==> src/rtl/vend_dispenser_if.sv <==
// Bundle of credit/request inputs and dispense outputs between the
// controller side (master) and the vend_dispenser output stage (slave).
interface vend_dispenser_if;
    logic [3:0] credit;
    logic       vendReq;
    logic       productLED;
    logic       changePulse;
    logic       denyLED;
    logic       clearCredit;
    logic       busy;
    logic [3:0] changeOwed;
    logic [6:0] changeDisplay;

    modport master (
        output credit, vendReq,
        input  productLED, changePulse, denyLED, clearCredit, busy,
               changeOwed, changeDisplay
    );

    modport slave (
        input  credit, vendReq,
        output productLED, changePulse, denyLED, clearCredit, busy,
               changeOwed, changeDisplay
    );
endinterface

==> src/rtl/vend_dispenser.sv <==
// Vend output stage: on a rising vend request either dispenses (product LED,
// one change pulse per unit owed, credit-clear strobe) or flashes deny.
// A single down-counter times every state; all outputs are registered.
module vend_dispenser #(
    parameter int PRICE       = 4,
    parameter int VEND_CYCLES = 25_000_000,
    parameter int PULSE_HIGH  = 12_500_000,
    parameter int PULSE_GAP   = 12_500_000,
    parameter int DENY_CYCLES = 50_000_000
) (
    input  logic             clk,
    input  logic             reset,
    vend_dispenser_if.slave  bus
);

    // Counter only ever holds (duration - 1), so ceil(log2(max)) bits suffice.
    localparam int MAX_A   = (VEND_CYCLES > PULSE_HIGH) ? VEND_CYCLES : PULSE_HIGH;
    localparam int MAX_B   = (PULSE_GAP > DENY_CYCLES) ? PULSE_GAP : DENY_CYCLES;
    localparam int CNT_MAX = (MAX_A > MAX_B) ? MAX_A : MAX_B;
    localparam int CNT_W   = (CNT_MAX > 1) ? $clog2(CNT_MAX) : 1;

    localparam logic [CNT_W-1:0] VEND_LD = CNT_W'(VEND_CYCLES - 1);
    localparam logic [CNT_W-1:0] HIGH_LD = CNT_W'(PULSE_HIGH - 1);
    localparam logic [CNT_W-1:0] GAP_LD  = CNT_W'(PULSE_GAP - 1);
    localparam logic [CNT_W-1:0] DENY_LD = CNT_W'(DENY_CYCLES - 1);
    localparam logic [3:0]       PRICE_V = 4'(PRICE);

    typedef enum logic [2:0] {
        IDLE    = 3'd0,
        VEND    = 3'd1,
        PULSE_H = 3'd2,
        PULSE_L = 3'd3,
        DONE    = 3'd4,
        DENY    = 3'd5
    } state_t;

    state_t           state_q, state_d;
    logic [CNT_W-1:0] cnt_q, cnt_d;
    logic [3:0]       owed_q, owed_d;
    logic             vend_req_q, vend_req_d;
    logic             product_led_q, product_led_d;
    logic             change_pulse_q, change_pulse_d;
    logic             deny_led_q, deny_led_d;
    logic             clear_credit_q, clear_credit_d;
    logic             busy_q, busy_d;
    logic             start;

    // Active-low hex digit, bit0 = segment a ... bit6 = segment g.
    function automatic logic [6:0] hex_to_seg(input logic [3:0] v);
        case (v)
            4'h0: hex_to_seg = 7'b1000000;
            4'h1: hex_to_seg = 7'b1111001;
            4'h2: hex_to_seg = 7'b0100100;
            4'h3: hex_to_seg = 7'b0110000;
            4'h4: hex_to_seg = 7'b0011001;
            4'h5: hex_to_seg = 7'b0010010;
            4'h6: hex_to_seg = 7'b0000010;
            4'h7: hex_to_seg = 7'b1111000;
            4'h8: hex_to_seg = 7'b0000000;
            4'h9: hex_to_seg = 7'b0010000;
            4'hA: hex_to_seg = 7'b0001000;
            4'hB: hex_to_seg = 7'b0000011;
            4'hC: hex_to_seg = 7'b1000110;
            4'hD: hex_to_seg = 7'b0100001;
            4'hE: hex_to_seg = 7'b0000110;
            default: hex_to_seg = 7'b0001110;
        endcase
    endfunction

    // Rising edge of the debounced request; ignored unless idle.
    assign start      = bus.vendReq & ~vend_req_q;
    assign vend_req_d = bus.vendReq;

    // Next state, shared counter reload on entry, and change bookkeeping.
    always_comb begin
        state_d = state_q;
        cnt_d   = cnt_q;
        owed_d  = owed_q;
        unique case (state_q)
            IDLE: begin
                if (start) begin
                    if (bus.credit >= PRICE_V) begin
                        state_d = VEND;
                        cnt_d   = VEND_LD;
                        owed_d  = bus.credit - PRICE_V;
                    end else begin
                        state_d = DENY;
                        cnt_d   = DENY_LD;
                    end
                end
            end
            VEND: begin
                if (cnt_q == '0) begin
                    if (owed_q == 4'd0) begin
                        state_d = DONE;
                        cnt_d   = '0;
                    end else begin
                        state_d = PULSE_H;
                        cnt_d   = HIGH_LD;
                    end
                end else begin
                    cnt_d = cnt_q - CNT_W'(1);
                end
            end
            PULSE_H: begin
                if (cnt_q == '0) begin
                    state_d = PULSE_L;
                    cnt_d   = GAP_LD;
                    owed_d  = owed_q - 4'd1;
                end else begin
                    cnt_d = cnt_q - CNT_W'(1);
                end
            end
            PULSE_L: begin
                if (cnt_q == '0) begin
                    if (owed_q == 4'd0) begin
                        state_d = DONE;
                        cnt_d   = '0;
                    end else begin
                        state_d = PULSE_H;
                        cnt_d   = HIGH_LD;
                    end
                end else begin
                    cnt_d = cnt_q - CNT_W'(1);
                end
            end
            DONE: begin
                state_d = IDLE;
                cnt_d   = '0;
            end
            DENY: begin
                if (cnt_q == '0) begin
                    state_d = IDLE;
                end else begin
                    cnt_d = cnt_q - CNT_W'(1);
                end
            end
            default: begin
                state_d = IDLE;
                cnt_d   = '0;
            end
        endcase
    end

    // Outputs decoded from the upcoming state so each asserts on its state's first cycle.
    always_comb begin
        product_led_d  = (state_d == VEND);
        change_pulse_d = (state_d == PULSE_H);
        deny_led_d     = (state_d == DENY);
        clear_credit_d = (state_d == DONE);
        busy_d         = (state_d != IDLE);
    end

    // State, counter, change owed and request history.
    always_ff @(posedge clk or posedge reset) begin
        if (reset) begin
            state_q    <= IDLE;
            cnt_q      <= '0;
            owed_q     <= 4'd0;
            vend_req_q <= 1'b0;
        end else begin
            state_q    <= state_d;
            cnt_q      <= cnt_d;
            owed_q     <= owed_d;
            vend_req_q <= vend_req_d;
        end
    end

    // Registered outputs.
    always_ff @(posedge clk or posedge reset) begin
        if (reset) begin
            product_led_q  <= 1'b0;
            change_pulse_q <= 1'b0;
            deny_led_q     <= 1'b0;
            clear_credit_q <= 1'b0;
            busy_q         <= 1'b0;
        end else begin
            product_led_q  <= product_led_d;
            change_pulse_q <= change_pulse_d;
            deny_led_q     <= deny_led_d;
            clear_credit_q <= clear_credit_d;
            busy_q         <= busy_d;
        end
    end

    assign bus.productLED    = product_led_q;
    assign bus.changePulse   = change_pulse_q;
    assign bus.denyLED       = deny_led_q;
    assign bus.clearCredit   = clear_credit_q;
    assign bus.busy          = busy_q;
    assign bus.changeOwed    = owed_q;
    assign bus.changeDisplay = hex_to_seg(owed_q);

endmodule
==> src/flat_wrapper.sv <==
// flat-port wrapper written by rule: the top's interface ports become plain ports
module vend_dispenser_flat 
#(
    parameter int PRICE       = 4,
    parameter int VEND_CYCLES = 25_000_000,
    parameter int PULSE_HIGH  = 12_500_000,
    parameter int PULSE_GAP   = 12_500_000,
    parameter int DENY_CYCLES = 50_000_000
)
  (clk, reset, bus_credit, bus_vendReq, bus_productLED, bus_changePulse, bus_denyLED, bus_clearCredit, bus_busy, bus_changeOwed, bus_changeDisplay);
  vend_dispenser_if bus_i ();
  input  logic clk;
  input  logic reset;
  input wire logic [$bits(bus_i.credit)-1:0] bus_credit;
  input wire logic [$bits(bus_i.vendReq)-1:0] bus_vendReq;
  output wire logic [$bits(bus_i.productLED)-1:0] bus_productLED;
  output wire logic [$bits(bus_i.changePulse)-1:0] bus_changePulse;
  output wire logic [$bits(bus_i.denyLED)-1:0] bus_denyLED;
  output wire logic [$bits(bus_i.clearCredit)-1:0] bus_clearCredit;
  output wire logic [$bits(bus_i.busy)-1:0] bus_busy;
  output wire logic [$bits(bus_i.changeOwed)-1:0] bus_changeOwed;
  output wire logic [$bits(bus_i.changeDisplay)-1:0] bus_changeDisplay;
  assign bus_i.credit = bus_credit;
  assign bus_i.vendReq = bus_vendReq;
  assign bus_productLED = bus_i.productLED;
  assign bus_changePulse = bus_i.changePulse;
  assign bus_denyLED = bus_i.denyLED;
  assign bus_clearCredit = bus_i.clearCredit;
  assign bus_busy = bus_i.busy;
  assign bus_changeOwed = bus_i.changeOwed;
  assign bus_changeDisplay = bus_i.changeDisplay;
  vend_dispenser #(.PRICE(PRICE), .VEND_CYCLES(VEND_CYCLES), .PULSE_HIGH(PULSE_HIGH), .PULSE_GAP(PULSE_GAP), .DENY_CYCLES(DENY_CYCLES)) u_core (.clk(clk), .reset(reset), .bus(bus_i));
endmodule
==> config.mk <==
export PLATFORM = sky130hd
export DESIGN_NAME = vend_dispenser_flat
export DESIGN_NICKNAME = d
export VERILOG_FILES = /design/src/rtl/vend_dispenser_if.sv /design/src/rtl/vend_dispenser.sv /design/src/flat_wrapper.sv
export SDC_FILE = /design/constraint.sdc
export NUM_CORES = 1
export LEC_CHECK = 0
export CELL_PAD_IN_SITES_DETAIL_PLACEMENT = 0
export CELL_PAD_IN_SITES_GLOBAL_PLACEMENT = 1
export CORE_UTILIZATION = 40
export CTS_CLUSTER_DIAMETER = 50
export DETAILED_ROUTE_END_ITERATION = 10
export PLACE_DENSITY_LB_ADDON = 0.08
export SETUP_SLACK_MARGIN = 0.2
export SLEW_MARGIN = 40
export SYNTH_ARGS = -nofsm -noshare
export SYNTH_HDL_FRONTEND = slang
export SYNTH_SLANG_ARGS = --single-unit
==> constraint.sdc <==
create_clock -name clk -period 3.15 [get_ports clk]
set_clock_uncertainty 0.15 [all_clocks]
set_input_delay 0.63 -clock clk [delete_from_list [all_inputs] [get_ports clk]]
set_output_delay 0.63 -clock clk [all_outputs]
set_load 0.03 [all_outputs]
==> flow_summary_export.csv <==
group,metric,value,unit
detailed_routing,vias_per_cell,6.18,
final_layout,area_growth_syn_to_layout,14.3,%
detailed_routing,routed_wl,7.53,mm
die,num_rows,29,
worst_hold_path,hp-start,"u_core.cnt_q[14]$_DFFE_PP0P_",
placed_design,place_area,3000,um^2
worst_hold_path,hold_depth,1,
clock_tree,cts_made_buffers,5,
logic_synthesis,synthArstFlopShare,100,%
power_and_ir_drop,pwr_density_cell,403,nW/um^2
power_and_ir_drop,combPwrFrac,19.2,%
timing,relSlewSlack,54.1,%
detailed_routing,drtIter0Drc,144,
detailed_routing,drtAntennaViolNets,0,
die,ios,23,
grt,grt_overflow_total,0,
power_and_ir_drop,p_leak,0.00125,uW
grt,grt_usage,22.6,%
setup_path,critical_path_class,"flip-flop to output port",
logic_synthesis,synth_cell_types,63,
clock_tree,postCtsHoldBufs,0,
timing,rsz0062_at_grt,"no",
final_layout,nFillCells,649,
logic_synthesis,synth_fp_nets,328,
power_and_ir_drop,seq_power_share,52.9,%
timing,period_needed,2.80,ns
final_layout,diodes,0,
logic_synthesis,synthTopCellsByArea,"dfrtp_1, nor3_1, nor2_1",
detailed_routing,vias,2552,
die,dieArea,7060,um^2
setup_path,cp.required,2.37,ns
die,initial_core_util,41.9,%
logic_synthesis,mappedNetlistArea,2690,um^2
setup_path,crit_fanout,8,
logic_synthesis,seq_area_frac_synth,36.2,%
final_layout,drive_gt1_share,11.6,%
logic_synthesis,yosysWarnings,0,
power_and_ir_drop,finalPower,1240,uW
logic_synthesis,synth_ff_type,"dfrtp_1",
clock_tree,cts_root_buf,"clkbuf_8",
final_layout,multi_input_area,1530,um^2
job,drv_cap,0,
grt,grt_pass1_wl,12.5,mm
setup_path,r2r_end,"u_core.cnt_q[2]$_DFFE_PP0P_",
logic_synthesis,avgSynthCellArea,8.63,um^2
clock_tree,post_cts.repair.setup_buffers,0,
power_and_ir_drop,ir_drop,0.000237,V
grt,grt_max_degree,40,
power_and_ir_drop,clkPwrFrac,27.9,%
setup_path,setup.worst_path.start_class,"flip-flop",
placed_design,placedCellCount,405,
timing,slew_viol_final,0,
grt,antenna_found_initial,0,
power_and_ir_drop,p_int,815,uW
timing,fmax,0.357,GHz
clock_tree,path_clk_slew,0.07,ns
grt,grt_pass1_vias,2462,
timing,fin_setup_tns,0,ns
detailed_routing,first_pass_iters,7,
outcome,violations,"DRC",
clock_tree,cts_max_level,2,
clock_tree,clk_latency,0.31,ns
power_and_ir_drop,p_sw_share,34.2,%
setup_path,worstReg2RegStart,"u_core.cnt_q[0]$_DFFE_PP0P_",
die,fp.coreArea,6420,um^2
timing,tightest_slew,0.688,ns
power_and_ir_drop,p_sw,424,uW
logic_synthesis,synth_top_area_share,36.2,%
clock_tree,clockBufferDepth,2,
setup_path,endpoint_kind,"output port",
logic_synthesis,synth_edf_count,0,
final_layout,finalNetCount,351,
timing,hold_ws,0.402,ns
final_layout,post_layout_nonfiller_instances,413,
timing,period_share,88.9,%
placed_design,dpl.hpwl,5.32,mm
detailed_routing,drc,4,
final_layout,seqCellArea,976,um^2
detailed_routing,wire_per_inst,18.2,um
timing,finalHoldViolCount,0,
clock_tree,tritoncts,"built",
setup_path,worst-r2r-setup-slack,0.47,ns
outcome,status,"finished with violations",
die,chipHeight,84.0,um
clock_tree,cts.sinks,39,
setup_path,reg2regPathDepth,8,
placed_design,place_congestion,0.808,
logic_synthesis,synthCells,312,
timing,setup_viol,0,
worst_hold_path,hold_class,"flip-flop to flip-flop",
logic_synthesis,synth-seq-cells,39,
logic_synthesis,synth_top_cell_by_area,"dfrtp_1",
setup_path,cp.arrival,2.02,ns
placed_design,port_buffers,22,
worst_hold_path,min_to,"u_core.cnt_q[14]$_DFFE_PP0P_",
die,die_w,84.0,um
final_layout,stdcell_area,3080,um^2
[kinds of logic (layout without fill, tap and decap cells)]
| group | after synthesis | count (layout) | synth area share, % |
|---|---|---|---|
| AOI/OAI and AO/OA | 95 | 95 | 24.6 |
| and+or+nand+nor | 130 | 130 | 27.4 |
| buffers and inverters | 37 | 61 | 6.78 |
| adders and majority gates | 9 | 9 | 4.18 |
| muxes | 2 | 2 | 0.744 |
| DFF | 39 | 39 | 36.2 |
[power by group through the flow]
stage | registers, uW | clock network [uW] | logic, uW
floorplan | 625 | 0 | 209
global placement | 664 | 0 | 243
detailed placement | 664 | 0 | 245
CTS | 654 | 350 | 242
global route | 670 | 377 | 266
finish | 656 | 346 | 238
[through the flow]
stage / worst slack (ns) / util (%)
global route: 0.217 / 47.9
CTS: 0.255 / 47.9
detailed placement: 0.325 / 46.7
floorplan: 0.438 / -
global placement: 0.362 / 46.7
finish: 0.350 / 47.9
[worst max path at each step]
stage	startpoint	end	slack, ns	depth (start not counted)
after floorplan	u_core.bus.changeOwed[0]$_DFFE_PP0P_	bus_changeDisplay[3]	0.44	5
after global placement	u_core.bus.changeOwed[0]$_DFFE_PP0P_	bus_changeDisplay[0]	0.36	5
after detailed placement	bus_vendReq	u_core.cnt_q[2]$_DFFE_PP0P_	0.33	6
after CTS	u_core.bus.changeOwed[0]$_DFFE_PP0P_	bus_changeDisplay[4]	0.26	6
after global routing	u_core.bus.changeOwed[0]$_DFFE_PP0P_	bus_changeDisplay[2]	0.22	4
final	u_core.bus.changeOwed[0]$_DFFE_PP0P_	bus_changeDisplay[2]	0.35	4
[layout by cell type, fill, tap and decap left out, types with 4 or more instances in the layout]
cell type	n
nor3b_1	4
clkdlybuf4s50_1	16
nor4_1	11
clkbuf_8	5
o211ai_1	5
nor2_1	33
dlygate4sd2_1	4
o41ai_1	6
o31ai_1	5
o22ai_1	13
a21oi_1	12
nor3_1	25
ha_1	9
nand2_1	14
nand3_1	4
buf_4	15
dfrtp_1	39
inv_1	16
or3_1	5
or4_1	4
o21ai_0	20
[sequential cells by signal, summed over array words and instances, names as in the netlist]
| name | count |
|---|---|
| u_core.bus.busy | 1 |
| u_core.cnt_q | 26 |
| u_core.bus.productLED | 1 |
| u_core.bus.denyLED | 1 |
| u_core.state_q | 3 |
| u_core.bus.changeOwed | 4 |
| u_core.bus.clearCredit | 1 |
| u_core.vend_req_q | 1 |
| u_core.bus.changePulse | 1 |
[area by class of cell]
cell class              count  area share [%]
flip-flops and latches     39            31.7
clock buffers               6            2.36
well taps                  77            3.13
inverters                  16            1.95
multi-input cells         236            49.9
repair buffers             37            10.6
clock inverters             2           0.407
[critical path, stage by stage, from the launching register on]
cell,delay (ns)
dfrtp_1,0.47
ha_1,0.29
nor2b_1,0.16
a22o_1,0.15
clkdlybuf4s50_1,0.66
[synthesized netlist by cell type (4+ instances only)]
library cell,n
dfrtp_1,39
nor4_1,11
o41ai_1,6
nand2_1,14
or3_1,5
clkbuf_1,10
o21ai_0,20
o31ai_1,5
nand3_1,4
o211ai_1,5
or4_1,4
nor3_1,25
o22ai_1,13
nor3b_1,4
ha_1,9
a21oi_1,12
nor2_1,33
inv_1,16
[repair_timing]
action / in CTS / in global routing
gates cloned: 0 / 0
gates resized for setup: 5 / 4
setup endpoints to repair: 5 / 2
[layer usage]
layer / up-vias / global-route usage, % / share of wire (%)
met5: - / 0 / 0
li1: 1241 / - / -
met4: 0 / 7.99 / 1.7
met1: 1222 / 30.1 / 46
met2: 78 / 37.0 / 47
met3: 11 / 3.76 / 5.5
Note: power is estimated with default switching activity, not from simulation.
